===== src/rtl/game_board_ctrl.sv =====
`default_nettype none
// ============================================================================
// Module      : game_board_ctrl
// Description : Tic-tac-toe board controller. Holds the 3x3 board, enforces
//               turn order between a human player (player1) and an AI
//               (player2), accepts or rejects moves, and detects win or tie.
// Revision    : 1.0 - initial release
// ============================================================================
module game_board_ctrl (
   input  logic        ph1,
   input  logic        reset,
   input  logic        newGame,
   input  logic        p1Write,
   input  logic [3:0]  p1Addr,
   input  logic        writeToBoard,
   input  logic [3:0]  aiAddr,
   output logic [17:0] gBoard,
   output logic [1:0]  cellState,
   output logic [1:0]  result,
   output logic        moveAccepted,
   output logic        moveRejected
);

   localparam logic [1:0] c_EMPTY     = 2'b00;
   localparam logic [1:0] c_P1_CODE   = 2'b11;
   localparam logic [1:0] c_P2_CODE   = 2'b10;
   localparam logic [1:0] c_TIE       = 2'b01;
   localparam logic [1:0] c_NO_RESULT = 2'b00;
   localparam logic [3:0] c_MAX_CELL  = 4'd8;
   localparam logic [3:0] c_MAX_MOVES = 4'd9;

   typedef enum logic [1:0] {
      P1TURN   = 2'd0,
      P2TURN   = 2'd1,
      CHECK    = 2'd2,
      GAMEOVER = 2'd3
   } state_t;

   state_t      state_q;
   logic [17:0] board_q;
   logic [3:0]  moveCount_q;
   logic [1:0]  result_q;
   logic        acc_q;
   logic        rej_q;
   logic        mover_q;      // 1 = player1 made the last move, 0 = player2

   logic        w_p1Legal;
   logic        w_aiLegal;
   logic [1:0]  w_moverCode;
   logic        w_win;
   logic [17:0] w_p1Board_d;
   logic [17:0] w_aiBoard_d;
   logic [3:0]  w_moveCount_d;

   // Read one cell; addresses beyond the board read as empty (they are
   // rejected by the range test anyway).
   function automatic logic [1:0] cell_of(input logic [17:0] b, input logic [3:0] a);
      logic [1:0] c;
      c = c_EMPTY;
      for (int i = 0; i < 9; i++) begin
         if (a == 4'(i)) c = b[2*i +: 2];
      end
      return c;
   endfunction

   // Board with one cell overwritten by the given code.
   function automatic logic [17:0] with_cell(input logic [17:0] b, input logic [3:0] a,
                                             input logic [1:0] code);
      logic [17:0] r;
      r = b;
      for (int i = 0; i < 9; i++) begin
         if (a == 4'(i)) r[2*i +: 2] = code;
      end
      return r;
   endfunction

   // True when any row, column or diagonal is fully owned by the given code.
   function automatic logic has_line(input logic [17:0] b, input logic [1:0] code);
      logic [8:0] m;
      for (int i = 0; i < 9; i++) begin
         m[i] = (b[2*i +: 2] == code);
      end
      return (m[0] & m[1] & m[2]) | (m[3] & m[4] & m[5]) | (m[6] & m[7] & m[8]) |
             (m[0] & m[3] & m[6]) | (m[1] & m[4] & m[7]) | (m[2] & m[5] & m[8]) |
             (m[0] & m[4] & m[8]) | (m[2] & m[4] & m[6]);
   endfunction

   // Move legality, candidate next boards and line detection for the last mover.
   always_comb begin
      w_p1Legal     = (p1Addr <= c_MAX_CELL) && (cell_of(board_q, p1Addr) == c_EMPTY);
      w_aiLegal     = (aiAddr <= c_MAX_CELL) && (cell_of(board_q, aiAddr) == c_EMPTY);
      w_p1Board_d   = with_cell(board_q, p1Addr, c_P1_CODE);
      w_aiBoard_d   = with_cell(board_q, aiAddr, c_P2_CODE);
      w_moveCount_d = (moveCount_q == c_MAX_MOVES) ? moveCount_q : moveCount_q + 4'd1;
      w_moverCode   = mover_q ? c_P1_CODE : c_P2_CODE;
      w_win         = has_line(board_q, w_moverCode);
   end

   // Game FSM: turn handling, board writes, end-of-move evaluation and pulses.
   always_ff @(posedge ph1 or posedge reset) begin
      if (reset) begin
         state_q     <= P1TURN;
         board_q     <= '0;
         moveCount_q <= '0;
         result_q    <= c_NO_RESULT;
         acc_q       <= 1'b0;
         rej_q       <= 1'b0;
         mover_q     <= 1'b1;
      end else begin
         acc_q <= 1'b0;
         rej_q <= 1'b0;
         if (newGame) begin
            // Restart wins over any simultaneous strobe, which is dropped silently.
            state_q     <= P1TURN;
            board_q     <= '0;
            moveCount_q <= '0;
            result_q    <= c_NO_RESULT;
            mover_q     <= 1'b1;
         end else begin
            case (state_q)
               P1TURN: begin
                  if (p1Write) begin
                     if (w_p1Legal) begin
                        board_q     <= w_p1Board_d;
                        moveCount_q <= w_moveCount_d;
                        mover_q     <= 1'b1;
                        acc_q       <= 1'b1;
                        state_q     <= CHECK;
                     end else begin
                        rej_q <= 1'b1;
                     end
                  end
               end
               P2TURN: begin
                  if (writeToBoard) begin
                     if (w_aiLegal) begin
                        board_q     <= w_aiBoard_d;
                        moveCount_q <= w_moveCount_d;
                        mover_q     <= 1'b0;
                        acc_q       <= 1'b1;
                        state_q     <= CHECK;
                     end else begin
                        rej_q <= 1'b1;
                     end
                  end
               end
               CHECK: begin
                  // A line completed by the ninth move counts as a win, not a tie.
                  if (w_win) begin
                     result_q <= w_moverCode;
                     state_q  <= GAMEOVER;
                  end else if (moveCount_q == c_MAX_MOVES) begin
                     result_q <= c_TIE;
                     state_q  <= GAMEOVER;
                  end else begin
                     state_q <= mover_q ? P2TURN : P1TURN;
                  end
               end
               GAMEOVER: begin
                  state_q <= GAMEOVER;
               end
               default: begin
                  state_q <= P1TURN;
               end
            endcase
         end
      end
   end

   // Turn indication decoded from the registered state.
   always_comb begin
      case (state_q)
         P1TURN:  cellState = c_P1_CODE;
         P2TURN:  cellState = c_P2_CODE;
         default: cellState = c_EMPTY;
      endcase
   end

   assign gBoard       = board_q;
   assign result       = result_q;
   assign moveAccepted = acc_q;
   assign moveRejected = rej_q;

endmodule
`default_nettype wire


===== config.mk =====
export PLATFORM = sky130hd
export DESIGN_NAME = game_board_ctrl
export DESIGN_NICKNAME = d
export VERILOG_FILES = /design/src/rtl/game_board_ctrl.sv
export SDC_FILE = /design/constraint.sdc
export NUM_CORES = 1
export LEC_CHECK = 0
export CAP_MARGIN = 20
export CORE_MARGIN = 10
export CORE_UTILIZATION = 46
export CTS_CLUSTER_DIAMETER = 100
export DETAILED_ROUTE_END_ITERATION = 16
export DONT_BUFFER_PORTS = 1
export PLACE_DENSITY = 0.71
export SYNTH_ARGS = -nofsm -noshare
export SYNTH_HDL_FRONTEND = slang
export SYNTH_SLANG_ARGS = --single-unit

===== constraint.sdc =====
create_clock -name ph1 -period 2.35 [get_ports ph1]
set_clock_uncertainty 0.15 [all_clocks]
set_input_delay 0.3525 -clock ph1 [delete_from_list [all_inputs] [get_ports ph1]]
set_output_delay 0.3525 -clock ph1 [all_outputs]
set_load 0.01 [all_outputs]

==> metrics.yaml <==
status: "finished with violations"
violations: "negative setup slack"
cts_tree: "yes"
cp-end-kind: "register"
drc_errors: 0
fin_area_sq_mm: 0.00264
slew_viol_final: 0
syn_area_sq_mm: 0.00198
cap_violations: 0
fmax_mhz: 415
combPwrFrac: 0.539
drt_pass1_iterations: 4
worstPathArrival_ps: 2440
synth_seq_area_share: 0.367
area_growth_syn_to_layout_pct: 33.4
path_class: "register to register"
insertion_delay_ps: 280
p_sw_frac: 0.401
drt-initial-drc-count: 304
grt_pass1_vias: 1895
post_drt_via_cell_ratio: 6.08
async_reset_ff_frac: 1.00
die_h_um: 85.6
clkPwrFrac: 0.154
grt_setup_unrepaired: "yes"
yosys.area.top_type: "dfrtp_1"
hpwl_mm: 4.65
multi_input_area_sq_mm: 0.00121
syn_avg_cell_area_sq_um: 8.51
core_area_sq_mm: 0.00409
p_sw_mw: 1.05
yosys.area_share.xor_xnor: 0.0133
cts-root-buf: "clkbuf_8"
ios: 37
routabilityCongestion: 0.895
max_slew.worst_pin.slew_ps: 562
cts_buffers: 5
synth_top_family_by_area: "simple AND/OR/NAND/NOR gates"
finalCritPeriodShare: 1.03
wirelength_mm: 6.22
min_period_ps: 2410
syn_nets: 248
cts.sinks: 29
min_from: "p1Write"
grt_max_degree: 30
layout-drive-gt1-share: 0.347
power.internal_mw: 1.57
ys_ff_latch: 29
leakage_nw: 1.17
crit_fanout: 4
seq_area_sq_um: 729
power_density_mw_per_mm2: 991
synth_top_area_share: 0.354
num_vias: 2091
yosys_warnings: 0
gr-total-overflow: 0
required_ps: 2380
h-tree-depth: 2
grt_usage: 0.166
seq_power_share: 0.307
dpl_cell_area_sq_mm: 0.00236
rows: 23
synth-simple-area-share: 0.257
setup_viol: 4
die-area_sq_mm: 0.00733
slew_headroom: 0.624
vdd_drop_max_uv: 553
hold_class: "input port to register"
grt_pass1_wl_mm: 9.85
nets: 308
wl_per_cell_um: 18.1
worstReg2RegStart: "gBoard[12]"
pre_cts_ws_ps: -153
ant_nets: 0
ys_types: 54
nFillCells: 342
start_kind: "register"
yosys-mux-area-fraction: 0.0417
portBuffers: 0
synth_edf_count: 0
synthAdderAreaFrac: 0.0126
final_hold_viol_count: 0
cts_buffer_depth: 2
timing.final.ws_setup_ps: -62.0
startpoint: "gBoard[12]"
path_clk_slew_ps: 60
antenna_found_initial: 0
dieWidth_um: 85.6
n_antenna_cell: 0
synthTopCellsByArea: "dfrtp_1 35%, nor3_1 5.1%, nor2_1 4.2%"
synth_ff_type: "dfrtp_1"
syn_inst: 233
initial_core_util: 0.485
synth-compound-area-share: 0.252
per-layer routing:
| layer | vias to the layer above | GRT usage | routed length (um) |
|---|---|---|---|
| met4 | 0 | 0.0524 | 95 |
| met1 | 1010 | 0.211 | 2710 |
| met5 | - | 0 | 0 |
| li1 | 990 | - | - |
| met2 | 82 | 0.250 | 2810 |
| met3 | 9 | 0.0653 | 606 |
Yosys cell counts, drive strengths merged, types with 2 or more instances:
cell type  number
dfrtp          28
nor2           22
nor3           21
a21oi          16
inv            15
nand2          14
o21ai          13
o211ai         10
and3            8
nand3           8
mux2            7
a32o            6
buf             6
clkbuf          5
a211oi          4
a31o            4
or2             4
nor4b           3
or4             3
a2111oi         2
a31oi           2
a41o            2
ha              2
nand2b          2
nand4           2
nor2b           2
o31ai           2
or2b            2
xor2            2
final timing paths:
check	to	slack, ps	cells past startpoint
min	moveRejected	50	1
min reg2reg	moveAccepted	400	1
max in group asynchronous	mover_q	1310	3
max reg2reg	moveCount_q[0]	-60	8
min in group asynchronous	moveCount_q[1]	430	3
max	moveCount_q[0]	-60	8
state kept, by name, indices dropped and copies added (netlist names):
name and flops:
gBoard 18, moveAccepted 1, moveCount_q 4, moveRejected 1
mover_q 1, result 2, state_q 2
worst max-delay path: stages (launching register included):
cell     delay (ps)
dfrtp_1         400
or2_0           210
a31oi_1         160
a32o_1          240
a41oi_2         180
nor3_2          260
buf_4           170
mux2_2          320
a31o_2          200
power by group through the flow:
stage | clock network [mW] | registers, mW | logic (mW)
global placement | 0 | 0.793 | 1.26
finish | 0.403 | 0.805 | 1.41
CTS | 0.405 | 0.787 | 1.33
detailed placement | 0 | 0.794 | 1.28
floorplan | 0 | 0.869 | 0.609
global route | 0.440 | 0.827 | 1.53
metrics by stage:
step,power (mW),util,setup TNS [ps],std cells,hold WS (ps)
after detailed placement,2.07,0.577,-739,320,194
after global placement,2.06,0.577,-753,320,191
after floorplan,1.48,-,-38.8,233,280
final,2.62,0.647,-84.0,344,50.2
after CTS,2.53,0.622,-32.6,337,51.9
after global routing,2.80,0.647,-1160,344,43.1
logic make-up after synthesis:
family / count (synthesis)
AO/OA/AOI/OAI: 71
XOR/XNOR: 3
adder cells (fa/ha/maj): 2
buffers and inverters: 26
flip-flops: 29
multiplexers: 7
AND/OR/NAND/NOR: 95
cell type report:
class / instances / share of cell area
clock buffer: 6 / 0.0274
multi-input combinational: 178 / 0.459
sequential: 29 / 0.276
timing repair buffer: 64 / 0.189
tap: 50 / 0.0237
inverter: 15 / 0.0213
clock inverter: 2 / 0.00379
cells in the final DEF, fill, tap and decap left out, types with 2 or more instances in the layout:
cell           count
a31o_2             3
a32o_1             6
o21ai_0           12
o31ai_1            2
a211oi_1           3
dlygate4sd3_1      2
inv_1             15
dfrtp_1           26
nand2_1           14
nor3_1            17
or2_1              2
and3_1             8
a21oi_1           16
clkinv_2           2
nor2b_1            2
a31oi_1            2
ha_1               2
a41o_1             2
buf_4             59
nand3_1            8
nor3_2             4
nand4_1            2
nor4b_1            2
dfrtp_2            2
nor2_1            20
xor2_1             2
or4_4              2
mux2_2             6
clkbuf_8           5
o211ai_1          10
repair_timing:
| item | CTS | global route |
|---|---|---|
| setup buffers | 7 | 7 |
| pin swaps | 7 | 12 |
| endpoints found under the hold margin | 41 | 0 |
| hold buffers | 2 | 0 |
| setup endpoints to repair | 14 | 20 |
| gates resized for setup | 8 | 12 |
Power figures use the tool's default switching activity.
